**config.mk**
```make
export PLATFORM = sky130hd
export DESIGN_NAME = lsu_mem_master_flat
export DESIGN_NICKNAME = d
export VERILOG_FILES = /design/src/rtl/lsu_pkg.sv /design/src/rtl/lsu_mem_master_if.sv /design/src/rtl/lsu_load_extend.sv /design/src/rtl/lsu_mem_master.sv /design/src/flat_wrapper.sv
export SDC_FILE = /design/constraint.sdc
export NUM_CORES = 1
export LEC_CHECK = 0
export ABC_AREA = 1
export CAP_MARGIN = 10
export CORE_ASPECT_RATIO = 0.75
export CORE_MARGIN = 2
export CORE_UTILIZATION = 40
export DETAILED_ROUTE_END_ITERATION = 7
export PLACE_DENSITY = 0.8
export SLEW_MARGIN = 10
export SYNTH_ARGS = -nofsm -noshare
export SYNTH_HDL_FRONTEND = slang
export SYNTH_SLANG_ARGS = --single-unit
```
**constraint.sdc**
```tcl
create_clock -name clk_i -period 1.5 [get_ports clk_i]
set_clock_uncertainty 0.2 [all_clocks]
set_input_delay 0.15 -clock clk_i [delete_from_list [all_inputs] [get_ports clk_i]]
set_output_delay 0.15 -clock clk_i [all_outputs]
set_load 0.03 [all_outputs]
```
**src/rtl/lsu_pkg.sv**
```systemverilog
// Shared encodings for the load/store unit: funct3 access sizes, FSM states
// and the alignment rule used by the optional misalignment trap.
package lsu_pkg;

   localparam logic [2:0] LSU_B  = 3'b000;
   localparam logic [2:0] LSU_H  = 3'b001;
   localparam logic [2:0] LSU_W  = 3'b010;
   localparam logic [2:0] LSU_BU = 3'b100;
   localparam logic [2:0] LSU_HU = 3'b101;

   typedef enum logic [1:0] {
      IDLE = 2'd0,
      WAIT = 2'd1,
      DONE = 2'd2
   } lsu_state_e;

   // Undefined sizes behave as word accesses, so they need a clean 4-byte address.
   function automatic logic is_misaligned(input logic [2:0] size, input logic [1:0] addr_lo);
      logic mis;
      case (size)
         LSU_B, LSU_BU: mis = 1'b0;
         LSU_H, LSU_HU: mis = addr_lo[0];
         default:       mis = (addr_lo != 2'b00);
      endcase
      return mis;
   endfunction

endpackage

```
**src/rtl/lsu_mem_master_if.sv**
```systemverilog
// Data-memory bus between the LSU (master) and the data memory (slave).
// The memory writes on the clock edge and returns rd_i combinationally.
interface lsu_mem_master_if;
   logic        mem_req_o;
   logic        mem_we_o;
   logic [2:0]  mem_size_o;
   logic [31:0] a_o;
   logic [31:0] wd_o;
   logic [31:0] rd_i;

   modport master (output mem_req_o, mem_we_o, mem_size_o, a_o, wd_o, input rd_i);
   modport slave  (input mem_req_o, mem_we_o, mem_size_o, a_o, wd_o, output rd_i);
endinterface

```
**src/rtl/lsu_load_extend.sv**
```systemverilog
// Picks the addressed byte/halfword out of an aligned memory word and
// sign- or zero-extends it; kept standalone so a cache can reuse it.
module lsu_load_extend
   import lsu_pkg::*;
(
   input  logic [31:0] rd_i,
   input  logic [2:0]  size,
   input  logic [1:0]  addr_lo,
   output logic [31:0] result
);

   logic [7:0]  byte_sel;
   logic [15:0] half_sel;

   always_comb begin
      byte_sel = rd_i[{addr_lo, 3'b000} +: 8];
      half_sel = rd_i[{addr_lo[1], 4'b0000} +: 16];
      case (size)
         LSU_B:   result = {{24{byte_sel[7]}}, byte_sel};
         LSU_BU:  result = {24'h000000, byte_sel};
         LSU_H:   result = {{16{half_sel[15]}}, half_sel};
         LSU_HU:  result = {16'h0000, half_sel};
         default: result = rd_i;
      endcase
   end

endmodule

```
**src/rtl/lsu_mem_master.sv**
```systemverilog
// Load/store unit memory initiator: stalls the core for MEM_LATENCY+1 cycles per access.
// Optional build macro LSU_MISALIGN_TRAP_EN adds lsu_misalign_o and skips misaligned accesses.
module lsu_mem_master
   import lsu_pkg::*;
#(
   parameter int unsigned MEM_LATENCY = 1,
   parameter int unsigned XLEN        = 32
)
(
   input  logic            clk_i,
   input  logic            reset,
   input  logic            lsu_req_i,
   input  logic            lsu_we_i,
   input  logic [2:0]      lsu_size_i,
   input  logic [XLEN-1:0] lsu_addr_i,
   input  logic [XLEN-1:0] lsu_wdata_i,
   output logic            lsu_stall_o,
   output logic [XLEN-1:0] lsu_rdata_o,
`ifdef LSU_MISALIGN_TRAP_EN
   output logic            lsu_misalign_o,
`endif
   lsu_mem_master_if.master mem
);

   localparam logic [3:0] CNT_INIT = 4'(MEM_LATENCY - 1);

   lsu_state_e  state_reg, state_next;
   logic [3:0]  cnt_reg, cnt_next;
   logic [31:0] addr_reg;
   logic [2:0]  size_reg;
   logic        we_reg;
   logic [31:0] wdata_reg;
   logic [31:0] rdata_reg;
   logic [31:0] load_ext;
   logic [31:0] wd_lanes;
   logic        load_done;
   logic        req_bad;

`ifdef LSU_MISALIGN_TRAP_EN
   logic misalign_reg;
   assign req_bad = is_misaligned(lsu_size_i, lsu_addr_i[1:0]);
`else
   assign req_bad = 1'b0;
`endif

   always_comb begin
      state_next = state_reg;
      cnt_next   = cnt_reg;
      load_done  = 1'b0;
      case (state_reg)
         IDLE: begin
            if (lsu_req_i) begin
               state_next = req_bad ? DONE : WAIT;
               cnt_next   = CNT_INIT;
            end
         end
         WAIT: begin
            if (cnt_reg != 4'd0) begin
               cnt_next = cnt_reg - 4'd1;
            end else begin
               state_next = DONE;
               load_done  = !we_reg;
            end
         end
         DONE:    state_next = IDLE;
         default: state_next = IDLE;
      endcase
   end

   always_ff @(posedge clk_i) begin
      if (reset) begin
         state_reg <= IDLE;
         cnt_reg   <= 4'd0;
         addr_reg  <= 32'd0;
         size_reg  <= 3'd0;
         we_reg    <= 1'b0;
         wdata_reg <= 32'd0;
         rdata_reg <= 32'd0;
`ifdef LSU_MISALIGN_TRAP_EN
         misalign_reg <= 1'b0;
`endif
      end else begin
         state_reg <= state_next;
         cnt_reg   <= cnt_next;
         if (state_reg == IDLE && lsu_req_i) begin
            addr_reg  <= lsu_addr_i;
            size_reg  <= lsu_size_i;
            we_reg    <= lsu_we_i;
            wdata_reg <= lsu_wdata_i;
`ifdef LSU_MISALIGN_TRAP_EN
            misalign_reg <= req_bad;
`endif
         end
         if (load_done) begin
            rdata_reg <= load_ext;
         end
      end
   end

   lsu_load_extend u_load_extend (
      .rd_i    (mem.rd_i),
      .size    (size_reg),
      .addr_lo (addr_reg[1:0]),
      .result  (load_ext)
   );

   // Each byte lane carries the store byte, the matching half of the store
   // halfword, or its own byte of the word; undefined sizes fall to word.
   for (genvar gi = 0; gi < 4; gi++) begin : g_wd_lane
      assign wd_lanes[gi*8 +: 8] = (size_reg[1:0] == 2'b00) ? wdata_reg[7:0] :
                                   (size_reg[1:0] == 2'b01) ? wdata_reg[(gi%2)*8 +: 8] :
                                                              wdata_reg[gi*8 +: 8];
   end

   assign lsu_stall_o    = (state_reg == IDLE && lsu_req_i) || (state_reg == WAIT);
   assign lsu_rdata_o    = rdata_reg;
   assign mem.mem_req_o  = (state_reg == WAIT);
   assign mem.mem_we_o   = (state_reg == WAIT) && we_reg;
   assign mem.mem_size_o = size_reg;
   assign mem.a_o        = {addr_reg[31:2], 2'b00};
   assign mem.wd_o       = wd_lanes;

`ifdef LSU_MISALIGN_TRAP_EN
   assign lsu_misalign_o = (state_reg == DONE) && misalign_reg;
`endif

endmodule

```
**src/flat_wrapper.sv**
```systemverilog
// flat-port wrapper written by rule: the top's interface ports become plain ports
module lsu_mem_master_flat import lsu_pkg::*;
#(
   parameter int unsigned MEM_LATENCY = 1,
   parameter int unsigned XLEN        = 32
)
  (clk_i, reset, lsu_req_i, lsu_we_i, lsu_size_i, lsu_addr_i, lsu_wdata_i, lsu_stall_o, lsu_rdata_o, mem_mem_req_o, mem_mem_we_o, mem_mem_size_o, mem_a_o, mem_wd_o, mem_rd_i);
  lsu_mem_master_if mem_i ();
  input  logic clk_i;
  input  logic reset;
  input  logic lsu_req_i;
  input  logic lsu_we_i;
  input  logic [2:0] lsu_size_i;
  input  logic [XLEN-1:0] lsu_addr_i;
  input  logic [XLEN-1:0] lsu_wdata_i;
  output logic lsu_stall_o;
  output logic [XLEN-1:0] lsu_rdata_o;
  output wire logic [$bits(mem_i.mem_req_o)-1:0] mem_mem_req_o;
  output wire logic [$bits(mem_i.mem_we_o)-1:0] mem_mem_we_o;
  output wire logic [$bits(mem_i.mem_size_o)-1:0] mem_mem_size_o;
  output wire logic [$bits(mem_i.a_o)-1:0] mem_a_o;
  output wire logic [$bits(mem_i.wd_o)-1:0] mem_wd_o;
  input wire logic [$bits(mem_i.rd_i)-1:0] mem_rd_i;
  assign mem_mem_req_o = mem_i.mem_req_o;
  assign mem_mem_we_o = mem_i.mem_we_o;
  assign mem_mem_size_o = mem_i.mem_size_o;
  assign mem_a_o = mem_i.a_o;
  assign mem_wd_o = mem_i.wd_o;
  assign mem_i.rd_i = mem_rd_i;
  lsu_mem_master #(.MEM_LATENCY(MEM_LATENCY), .XLEN(XLEN)) u_core (.clk_i(clk_i), .reset(reset), .lsu_req_i(lsu_req_i), .lsu_we_i(lsu_we_i), .lsu_size_i(lsu_size_i), .lsu_addr_i(lsu_addr_i), .lsu_wdata_i(lsu_wdata_i), .lsu_stall_o(lsu_stall_o), .lsu_rdata_o(lsu_rdata_o), .mem(mem_i));
endmodule
```
==> metrics.cfg <==
[status]
status = finished, violations left
failed_checks = setup timing

[worst_hold_path]
holdCritPathClass = primary input to flip-flop
min_to = u_core.addr_reg[30]
hold_start = lsu_addr_i[30]
min_path_cells = 3

[drt]
route.detailed.drc = 0
vias = 6337
viasPerCell = 5.29
routedWlPerCell_um = 19.5
ant_nets = 0
drt-pass1-iter-count = 7
routed_wl_um = 23300
drt_iter0_markers = 552

[logic_synthesis]
synth_seq_cells = 106
yosysWarnings = 0
syn_inst = 770
avgSynthCellArea_um2 = 6.74
syn_area_um2 = 5190
ys_seq_area_share_pct = 40.9
synth_cell_types = 28

[layout]
final_util_pct = 77.8
n_fill_cell = 839
seqCellArea_um2 = 2140
drive_gt1_share_pct = 42.8
multi_input_area_um2 = 3540
stdcell_area_um2 = 9990
antennaDiodeCount = 0
synthToLayoutAreaGrowth_pct = 92.4
nNetsFinal = 1126

[floorplanning]
start_util_pct = 40.4
fp.dieH_um = 103
rows = 36
fp.dieW_um = 136
die_area_um2 = 13900
coreArea_um2 = 12800
ios = 205

[clock_network]
cts.sinks = 106
clockRootBuffer = clkbuf_16
insertion_delay_ns = 0.34
cts_htree_levels = 3
cts_tree = yes
max-clock-path-buffers = 2
hold_buffers = 0
path_clk_slew_ns = 0.08
cts_buffers = 9

[worst_setup_path]
rr_endpoint = u_core.lsu_rdata_o[5]
arrival_ns = 1.44
worstSetupPathType = flip-flop to output port
r2r_slack_ns = -0.28
required_ns = 1.15
endpoint_kind = output port
crit_path_start_kind = flip-flop
cp_top_family = buffers and inverters
path_max_fanout = 8
crit_buf_inv = 3
worst_path_max_delay_cell = dfxtp_4
path_cells = buf_12 -> nor2_4 -> buf_8 -> nand2_4 -> nand3_2 -> buf_6
r2r-start = u_core.state_reg[0]
ff2ff_path_depth = 11
max_stage_delay_ns = 0.37

[power]
p_leak_nw = 4.59
powerDensity_nw_per_um2 = 1100
power_w = 0.0110
ir_worst_vdd_uv = 716

[global_routing]
grt_pass1_vias = 5808
grtUsageTotal_pct = 28.4
antenna_found_initial = 0
grt_pass1_wl_um = 30700
grt_max_degree = 27
grt.overflow.total = 0

[placement]
dpl_cell_area_um2 = 7600
io_buffer_count = 202
dp_slack_ns = -0.243
gp_congestion = 1.05
hpwlAfterDp_um = 12500

[timing]
setup_slack_ns = -0.288
fmax_ghz = 0.559
post-route-period-util_pct = 119
fin_hold_ws_ns = 0.195
final.min_clock_period_ns = 1.79
rsz0062_at_grt = yes
slew_viol_final = 0
setup_viol = 100
hold_viol_final = 0

[run]
drv_cap = 0

-- worst min-delay path, stage by stage --
cell and delay (ns):
clkdlybuf4s50_1 0.39, o21ai_1 0.12, nor2_1 0.04
-- layer usage --
metal / vias to the layer above / GRT usage, % / routed length [um] / share of wire (%)
li1: 2895 / - / - / -
met1: 2976 / 38.5 / 9460 / 41
met2: 365 / 45.2 / 10900 / 47
met3: 101 / 6.39 / 1920 / 8.2
met4: 0 / 9.70 / 1060 / 4.6
met5: - / 0 / 0 / 0
-- worst max-delay path by stage --
stage / startpoint / endpoint / slack, ns / depth (start not counted)
4_1_cts: u_core.mem.mem_size_o[1] / mem_wd_o[25] / -0.25 / 6
5_1_grt: u_core.state_reg[0] / u_core.lsu_rdata_o[30] / -0.32 / 11
3_3_place_gp: lsu_req_i / u_core.wdata_reg[1] / -0.17 / 7
6_report: u_core.mem.mem_size_o[1] / mem_wd_o[28] / -0.29 / 6
3_5_place_dp: lsu_req_i / u_core.wdata_reg[4] / -0.24 / 7
2_1_floorplan: u_core.state_reg[0] / u_core.lsu_rdata_o[28] / -0.02 / 8
-- Yosys cell counts --
cell type    n  area share (%)
nand2_2      3            0.36
buf_1        3            0.22
nor2_8       1            0.39
nand4_1      4            0.48
nor2_2       3            0.36
o21ai_0    101             9.7
buf_2       12             1.2
conb_1       1           0.072
buf_6        8             1.7
o21ai_1     16             1.5
nor2_1     191              14
ha_1         2            0.48
clkbuf_1    18             1.3
dfxtp_1    106              41
nand2_1    135             9.8
a21oi_1     17             1.6
or2_2        2            0.24
o22ai_1      1            0.12
inv_6        2            0.34
inv_1       53             3.8
nor2_4       1            0.22
nand3_1     30             2.9
nand3_2      2            0.39
buf_4       41             5.9
nand2_4      3            0.65
a21o_1       5            0.72
nor3_1       4            0.39
inv_2        5            0.36
-- power by group --
part | switching (W) | internal, W
Clock | 0.00116 | 0.00133
Sequential | 0.000315 | 0.00315
Combinational | 0.00284 | 0.00225
-- layout make-up --
| type | instances | area share (%) |
|---|---|---|
| repair buffers | 316 | 34.8 |
| inverters | 60 | 2.89 |
| clock inverters | 7 | 0.864 |
| multi-input cells | 526 | 35.4 |
| well taps | 171 | 2.14 |
| clock buffers | 9 | 2.25 |
| repair inverters | 2 | 0.225 |
| flip-flops and latches | 106 | 21.4 |
-- placed cells by master (no fill, tap or decap), types with 41 or more instances in the layout --
cell,instances
buf_4,50
buf_6,55
clkdlybuf4s50_1,102
dfxtp_1,97
inv_1,48
nand2_1,73
nor2_1,108
nor2_2,41
nor2_4,46
o21ai_1,49
o21ai_2,42
-- repair_timing --
| item | in CTS | in global routing |
|---|---|---|
| buffers inserted | 23 | 13 |
| pin swaps | 56 | 63 |
| endpoints found under the hold margin | 0 | 0 |
| cloned | 15 | 11 |
| resized for setup | 325 | 282 |
| endpoints found under the setup margin | 129 | 139 |
-- per-stage QoR --
stage | cells | TNS (ns)
after floorplan | 771 | -0.135
after global placement | 1134 | -13.49
after detailed placement | 1134 | -17.48
after CTS | 1187 | -8.83
after global routing | 1197 | -18.36
final | 1197 | -13.34
-- cells by family (layout without fill, tap and decap cells) --
| group | Yosys count | in the layout | synth area share, % |
|---|---|---|---|
| buffers and inverters | 142 | 394 | 14.9 |
| adder cells (fa/ha/maj) | 2 | 2 | 0.482 |
| other | 1 | 2 | 0.0722 |
| flip-flops | 106 | 106 | 40.9 |
| AO/OA/AOI/OAI | 140 | 140 | 13.8 |
| AND/OR/NAND/NOR | 379 | 382 | 29.9 |
No activity file was read; power rests on OpenSTA's default activity.
==> edit 1: new RTL, same flow settings <==
Re-encode `lsu_state_e` (3 states) as one-hot, 3 bits wide.
--- a/src/rtl/lsu_pkg.sv
+++ b/src/rtl/lsu_pkg.sv
@@ -8,10 +8,10 @@
    localparam logic [2:0] LSU_BU = 3'b100;
    localparam logic [2:0] LSU_HU = 3'b101;
 
-   typedef enum logic [1:0] {
-      IDLE = 2'd0,
-      WAIT = 2'd1,
-      DONE = 2'd2
+   typedef enum logic [2:0] {
+      IDLE = 3'b001,
+      WAIT = 3'b010,
+      DONE = 3'b100
    } lsu_state_e;
 
    // Undefined sizes behave as word accesses, so they need a clean 4-byte address.
Function: no difference found for any inputs over 10 cycles, from zero or initial values and one cycle with reset high; not proved beyond that.
==> edit 1 against the original RTL <==
  * The run still ends with negative setup slack left
  * Area after synthesis is 0.89% higher
  * Combinational power is 33% lower
  * Sequential cell count is 1 higher
  * Wire length is 3.6% lower
  * Total power is 17% lower
  * Setup slack better by 0.025 ns
  * Cell area is 2.3% lower
  * Register-to-register slack better by 0.04 ns
  * Critical path type unchanged
  * Critical endpoint is now mem_wd_o[14]
  * Largest cell class is now non-clock buffers
==> edit 1: results (changes against the original RTL) <==
----------------------------------------------------
[Clock network]
  Clock-pin slew reported for the worst setup and hold paths after clock tree synthesis ... 0.09 ns
  CTS Root Cell ... sky130_fd_sc_hd__clkbuf_16
  Skew-Pair Late Insertion Delay ... 0.35 ns
  Number of CTS-inserted buffers ... 9 (unchanged)
  Htree depth ... 3 (unchanged)
  Clock tree buffer depth ... 2 (unchanged)

[Synth]
  Unique cell type count in the Yosys netlist ... 27 (-3.6%)
  Dominant cells by area after synthesis ... sky130_fd_sc_hd__dfxtp_1 41%, sky130_fd_sc_hd__nor2_1 14%, sky130_fd_sc_hd__nand2_1 11%
  Proportion of synthesized chip area in sequential cells ... 40.9% (about the same)
  YS warnings ... 0 (unchanged)
  Async set-or-reset flop fraction in the synthesized netlist ... 0% (unchanged)
  Leading cell types by count after synthesis ... 198 x sky130_fd_sc_hd__nor2_1, 147 x sky130_fd_sc_hd__nand2_1, 107 x sky130_fd_sc_hd__dfxtp_1
  Main flop type after synthesis ... sky130_fd_sc_hd__dfxtp_1

[Place]
  RD Place Congestion ... 0.900 (-14%)
  DPL Wire Length ... 12200 um (-2.4%)
  Placed standard-cell area ... 0.00757 mm^2 (-0.44%)
  Number of buffers inserted by port buffering ... 202 (unchanged)

[STA]
  Total negative slack ... -15.35 ns (-2.01 ns)
  Final setup violation count ... 131 (+31%)
  Final critical-path setup slack ... -0.263 ns (+0.0250 ns)

[Min path]
  Worst min-delay path category ... in -> reg

[Global routing]
  Antenna violations before repair ... 0 (unchanged)
  Global-route wire length before repair ... 27800 um (-9.3%)
  Total GRT Usage ... 25.5% (-3.0 points)
  Maximum number of pins on one net before global-route repair ... 61 (+130%)
  Via count of the first global-routing pass ... 5437 (-6.4%)

[Worst setup path]
  Capturing element of the worst setup path ... mem_wd_o[14]
  Max stage delay cell, worst path ... sky130_fd_sc_hd__dfxtp_4
  Crit path max fanout ... 8 (unchanged)
  Worst EP arrival ... 1.41 ns (-0.03 ns)
  Critical Path Source ... u_core.mem.mem_size_o[1]
  Crit-path max cell delay ... 0.38 ns
  Cell class contributing the biggest share of worst-path delay ... buffers and inverters
  Number of cell instances on the worst register-to-register path ... 7 (-4)
  Flop2flop setup slack ... -0.24 ns (+0.04 ns)
  Startpoint of the worst register-to-register path ... u_core.addr_reg[1]
  Reg2reg end ... u_core.lsu_rdata_o[3]

[Final layout]
  NumNets Final ... 1131 (+0.44%)
  Fraction of layout instances using a drive strength above 1 ... 41.4% (-1.4 points)
  Fill cell total of the finished layout ... 890 (+6.1%)
  Antenna diode instance count ... 0 (unchanged)

[Outcome]
  Violations in the final reports ... negative setup slack
  Outcome ... finished, violations left

[Route]
  Average wire per cell in the routed design ... 18.7 um (-4.0%)
  DR pass1 iterations ... 5 (-2)
  Vias ... 6155 (-2.9%)
  DR iter-0 viols ... 378 (-32%)

[Power and ir drop]
  Peak ir drop on the vdd network ... 0.000767 V (+7.1%)
  Leakage power summed over all cells ... 4.45 nW (-3.2%)

----------------------------------------------------
[edit 1: cell count changes in the layout (fill, tap and decap cells not counted), sizes merged, moves of 5 or more]
cell           unedited run  this run
buf                     139       134
nand2                   144       152
nor2                    196       202
dlygate4sd2              37        25
o211ai                    0         6
clkdlybuf4s15            14        24
nand3                    32        27
[edit 1: worst min-delay path by stage]
stage	startpoint	endpoint	slack, ns	cells past startpoint
floorplan	lsu_wdata_i[14]	u_core.wdata_reg[14]	0.11	2
global placement	u_core.lsu_rdata_o[5]	u_core.lsu_rdata_o[5]	0.25	2
detailed placement	u_core.lsu_rdata_o[5]	u_core.lsu_rdata_o[5]	0.26	2
CTS	lsu_addr_i[20]	u_core.addr_reg[20]	0.19	3
global route	lsu_addr_i[27]	u_core.addr_reg[27]	0.19	3
finish	lsu_addr_i[20]	u_core.addr_reg[20]	0.19	3
[edit 1: routing by layer]
layer  vias up  global-route usage [%]  wire (um)
li1       2935                       -          -
met1      2874                    33.3       9200
met2       285                    41.6      10800
met3        61                    6.64       1790
met4         0                    7.53        693
met5         -                       0          0
[edit 1: layout make-up]
| class | count | area share (%) |
|---|---|---|
| Clock buffer | 9 | 2.31 |
| Clock inverter | 7 | 0.910 |
| Inverter | 60 | 2.83 |
| Multi-Input combinational cell | 538 | 34.2 |
| Sequential cell | 107 | 22.1 |
| Tap cell | 171 | 2.19 |
| Timing Repair Buffer | 309 | 35.4 |
| Timing Repair inverter | 1 | 0.0897 |
[edit 1: cell families (layout without fill, tap and decap cells)]
group | after synthesis | after routing | synth area share [%]
other cells | 1 | 2 | 0.0716
simple gates | 387 | 387 | 29.4
compound gates | 147 | 147 | 14.7
flops | 107 | 107 | 40.9
buf+inv | 143 | 386 | 14.4
fa+ha+maj | 2 | 2 | 0.478
[edit 1: timing repair]
item                                    4_1_cts  5_1_grt
resized for setup                           232      349
pin swaps                                    33       94
gates cloned                                  6       16
setup buffers                                25       15
endpoints found under the setup margin      123      152
[edit 1: metrics by stage]
stage                     hold WS (ns)  utilization (%)  setup WS (ns)  power [W]  instances
after global routing             0.191             75.8         -0.311    0.00951       1202
after floorplan                  0.115                -        -0.0299    0.00467        788
after global placement           0.255             58.8         -0.151    0.00566       1130
after CTS                        0.195             67.1         -0.253    0.00842       1177
after detailed placement         0.260             58.8         -0.197    0.00570       1130
final                            0.190             75.8         -0.263    0.00919       1202
[edit 1: worst register-to-register path, delay by kind of cell, from the launching register on]
kind	cells	cell delay, ns
AND/OR/NAND/NOR	5	0.79
flip-flops	1	0.47
buffers and inverters	1	0.12
AO/OA/AOI/OAI	1	0.05
[edit 1: where the power goes]
part | switching (W) | internal (W)
registers | 0.000216 | 0.00305
clock network | 0.00129 | 0.00121
logic | 0.00187 | 0.00155
total | 0.00337 | 0.00582
==> edit 2: new RTL, config.mk and constraints unchanged <==
Made on the original files. Make the reset (`reset`) asynchronous in one clocked block.
--- a/src/rtl/lsu_mem_master.sv
+++ b/src/rtl/lsu_mem_master.sv
@@ -67,7 +67,7 @@
       endcase
    end
 
-   always_ff @(posedge clk_i) begin
+   always_ff @(posedge clk_i or posedge reset) begin
       if (reset) begin
          state_reg <= IDLE;
          cnt_reg   <= 4'd0;
Formal check against the unedited RTL: differs if reset is asserted again (counterexample within 4 cycles, from zero or initial values and one cycle with reset high); with reset held inactive, the same outputs for 10 cycles.
==> edit 2 against the original RTL <==
  * The flow still finishes with violations (negative setup slack)
  * Sequential cell count stayed put
  * Via count is 7.2% lower
  * Wire length is 16% lower
  * Area after synthesis is 9.1% higher
  * Global-route usage is 4.5 points lower
  * Synthesized cell count is 0.91% lower
  * Count of clock-buffer cells in the layout is 1 higher
  * Setup slack worse by 0.12 ns
  * Non-clock buffer count is 17 lower
  * Critical path depth is 1 lower
  * Cell area is 4.0% lower
Power is not compared: it rests on default switching activity, and its combinational part moved more than twofold at a synthesized area within 25%.
==> edit 2: results (changes against the original RTL) <==
----------------------------------------------------
[STA]
  Final setup violation count ... 79 (-21%)
  Final critical-path setup slack ... -0.406 ns (-0.118 ns)
  Total negative slack ... -16.67 ns (-3.33 ns)

[Global routing]
  Antenna violations before repair ... 0 (unchanged)
  Global-route wire length before repair ... 28300 um (-7.9%)
  Via count of the first global-routing pass ... 5583 (-3.9%)

[Worst setup path]
  Flop2flop setup slack ... -0.35 ns (-0.07 ns)
  Max stage delay cell, worst path ... sky130_fd_sc_hd__dfrtp_2
  Reg2reg end ... u_core.lsu_rdata_o[19]
  Capturing element of the worst setup path ... mem_wd_o[26]

[Outcome]
  Outcome ... finished, violations left
  Violations in the final reports ... negative setup slack

[Route]
  Average wire per cell in the routed design ... 16.6 um (-15%)
  DR iter-0 viols ... 394 (-29%)
  DR pass1 iterations ... 4 (-3)
  Via density per instance ... 4.98 (-5.9%)

[Place]
  Cell Count Post-Placement ... 1120 (-1.2%)
  DPL Wire Length ... 12000 um (-3.6%)
  RD Place Congestion ... 0.860 (-18%)

[Synth]
  Proportion of synthesized chip area in sequential cells ... 46.9% (+6.0 points)
  Compound-Gate Fraction of Synth Area ... 6.25% (-7.5 points)
  Leading cell types by count after synthesis ... 354 x sky130_fd_sc_hd__nand2_1, 106 x sky130_fd_sc_hd__dfrtp_1, 68 x sky130_fd_sc_hd__inv_1
  Adder-cell share of the synthesized area ... 0.221% (-0.26 points)
  Number of cells produced by synthesis ... 763 (-0.91%)
  Dominant cells by area after synthesis ... sky130_fd_sc_hd__dfrtp_1 47%, sky130_fd_sc_hd__nand2_1 23%, sky130_fd_sc_hd__buf_4 5.8%
  Unique cell type count in the Yosys netlist ... 29 (+3.6%)

[Final layout]
  NumNets Final ... 1104 (-2.0%)
  Fill cell total of the finished layout ... 1028 (+23%)
  Fraction of layout instances using a drive strength above 1 ... 34.0% (-8.8 points)

[Min path]
  Worst min-delay path category ... in -> async

[Clock network]
  Skew-Pair Late Insertion Delay ... 0.36 ns (+0.02 ns)

----------------------------------------------------
[edit 2: changes by cell type after synthesis, moves of 8 or more]
cell,change
sky130_fd_sc_hd__nand2_1,+219
sky130_fd_sc_hd__nor2_1,-178
sky130_fd_sc_hd__dfrtp_1,+106
sky130_fd_sc_hd__dfxtp_1,-106
sky130_fd_sc_hd__o21ai_0,-68
sky130_fd_sc_hd__inv_1,+15
sky130_fd_sc_hd__or2_2,+13
sky130_fd_sc_hd__clkbuf_1,-12
sky130_fd_sc_hd__nor3_1,+12
sky130_fd_sc_hd__buf_2,+9
sky130_fd_sc_hd__o211ai_1,+8
sky130_fd_sc_hd__o21ai_1,-8
[edit 2: timing repair]
| action | CTS | global route |
|---|---|---|
| endpoints found under the setup margin | 126 | 162 |
| gates resized for setup | 183 | 157 |
| buffers inserted | 18 | 12 |
| gates cloned | 4 | 14 |
| pin swaps | 38 | 28 |
[edit 2: final cells by class]
type,instances,area (um^2),area share [%]
tap,175,219,2.28
inverter,70,333,3.47
clock inverter,6,57.6,0.600
sequential,106,2660,27.7
timing repair inverter,2,22.5,0.235
timing repair buffer,299,3190,33.2
clock buffer,10,239,2.49
multi-input combinational,512,2880,30.0
[edit 2: how the worst min path moves through the flow]
stage	start	endpoint	slack [ns]	cells after the start
after detailed placement	u_core.addr_reg[14]	u_core.addr_reg[14]	0.26	2
after floorplan	lsu_addr_i[10]	u_core.addr_reg[10]	0.06	2
after global routing	reset	u_core.wdata_reg[18]	0.08	3
final	reset	u_core.wdata_reg[18]	0.05	3
after global placement	u_core.addr_reg[14]	u_core.addr_reg[14]	0.26	2
after CTS	reset	u_core.wdata_reg[17]	0.06	3
[edit 2: where the power goes]
part | switching (W) | total [W] | leakage [nW] | internal [W]
sequential | 0.000940 | 0.00521 | 1.29 | 0.00427
clock | 0.00119 | 0.00241 | 0.141 | 0.00122
combinational | 0.00967 | 0.0167 | 3.39 | 0.00703
total | 0.0118 | 0.0243 | 4.82 | 0.0125
[edit 2: worst min-delay path: cells and delay by family]
| family | cells | cell delay (ns) |
|---|---|---|
| buffers and inverters | 3 | 0.84 |
[edit 2: cells by family (layout without fill, tap and decap cells)]
group | after synthesis | in the layout
AOI/OAI and AO/OA | 64 | 64
and+or+nand+nor | 443 | 445
DFF | 106 | 106
adders and majority gates | 1 | 1
buffers and inverters | 148 | 387
other | 1 | 2
[edit 2: per-layer routing]
layer | part of all wire (%) | GRT usage (%) | vias up
met2 | 46 | 38.5 | 281
met3 | 9.7 | 7.86 | 26
met5 | 0 | 0 | -
met1 | 43 | 31.2 | 2801
li1 | - | - | 2771
met4 | 1.6 | 6.29 | 0
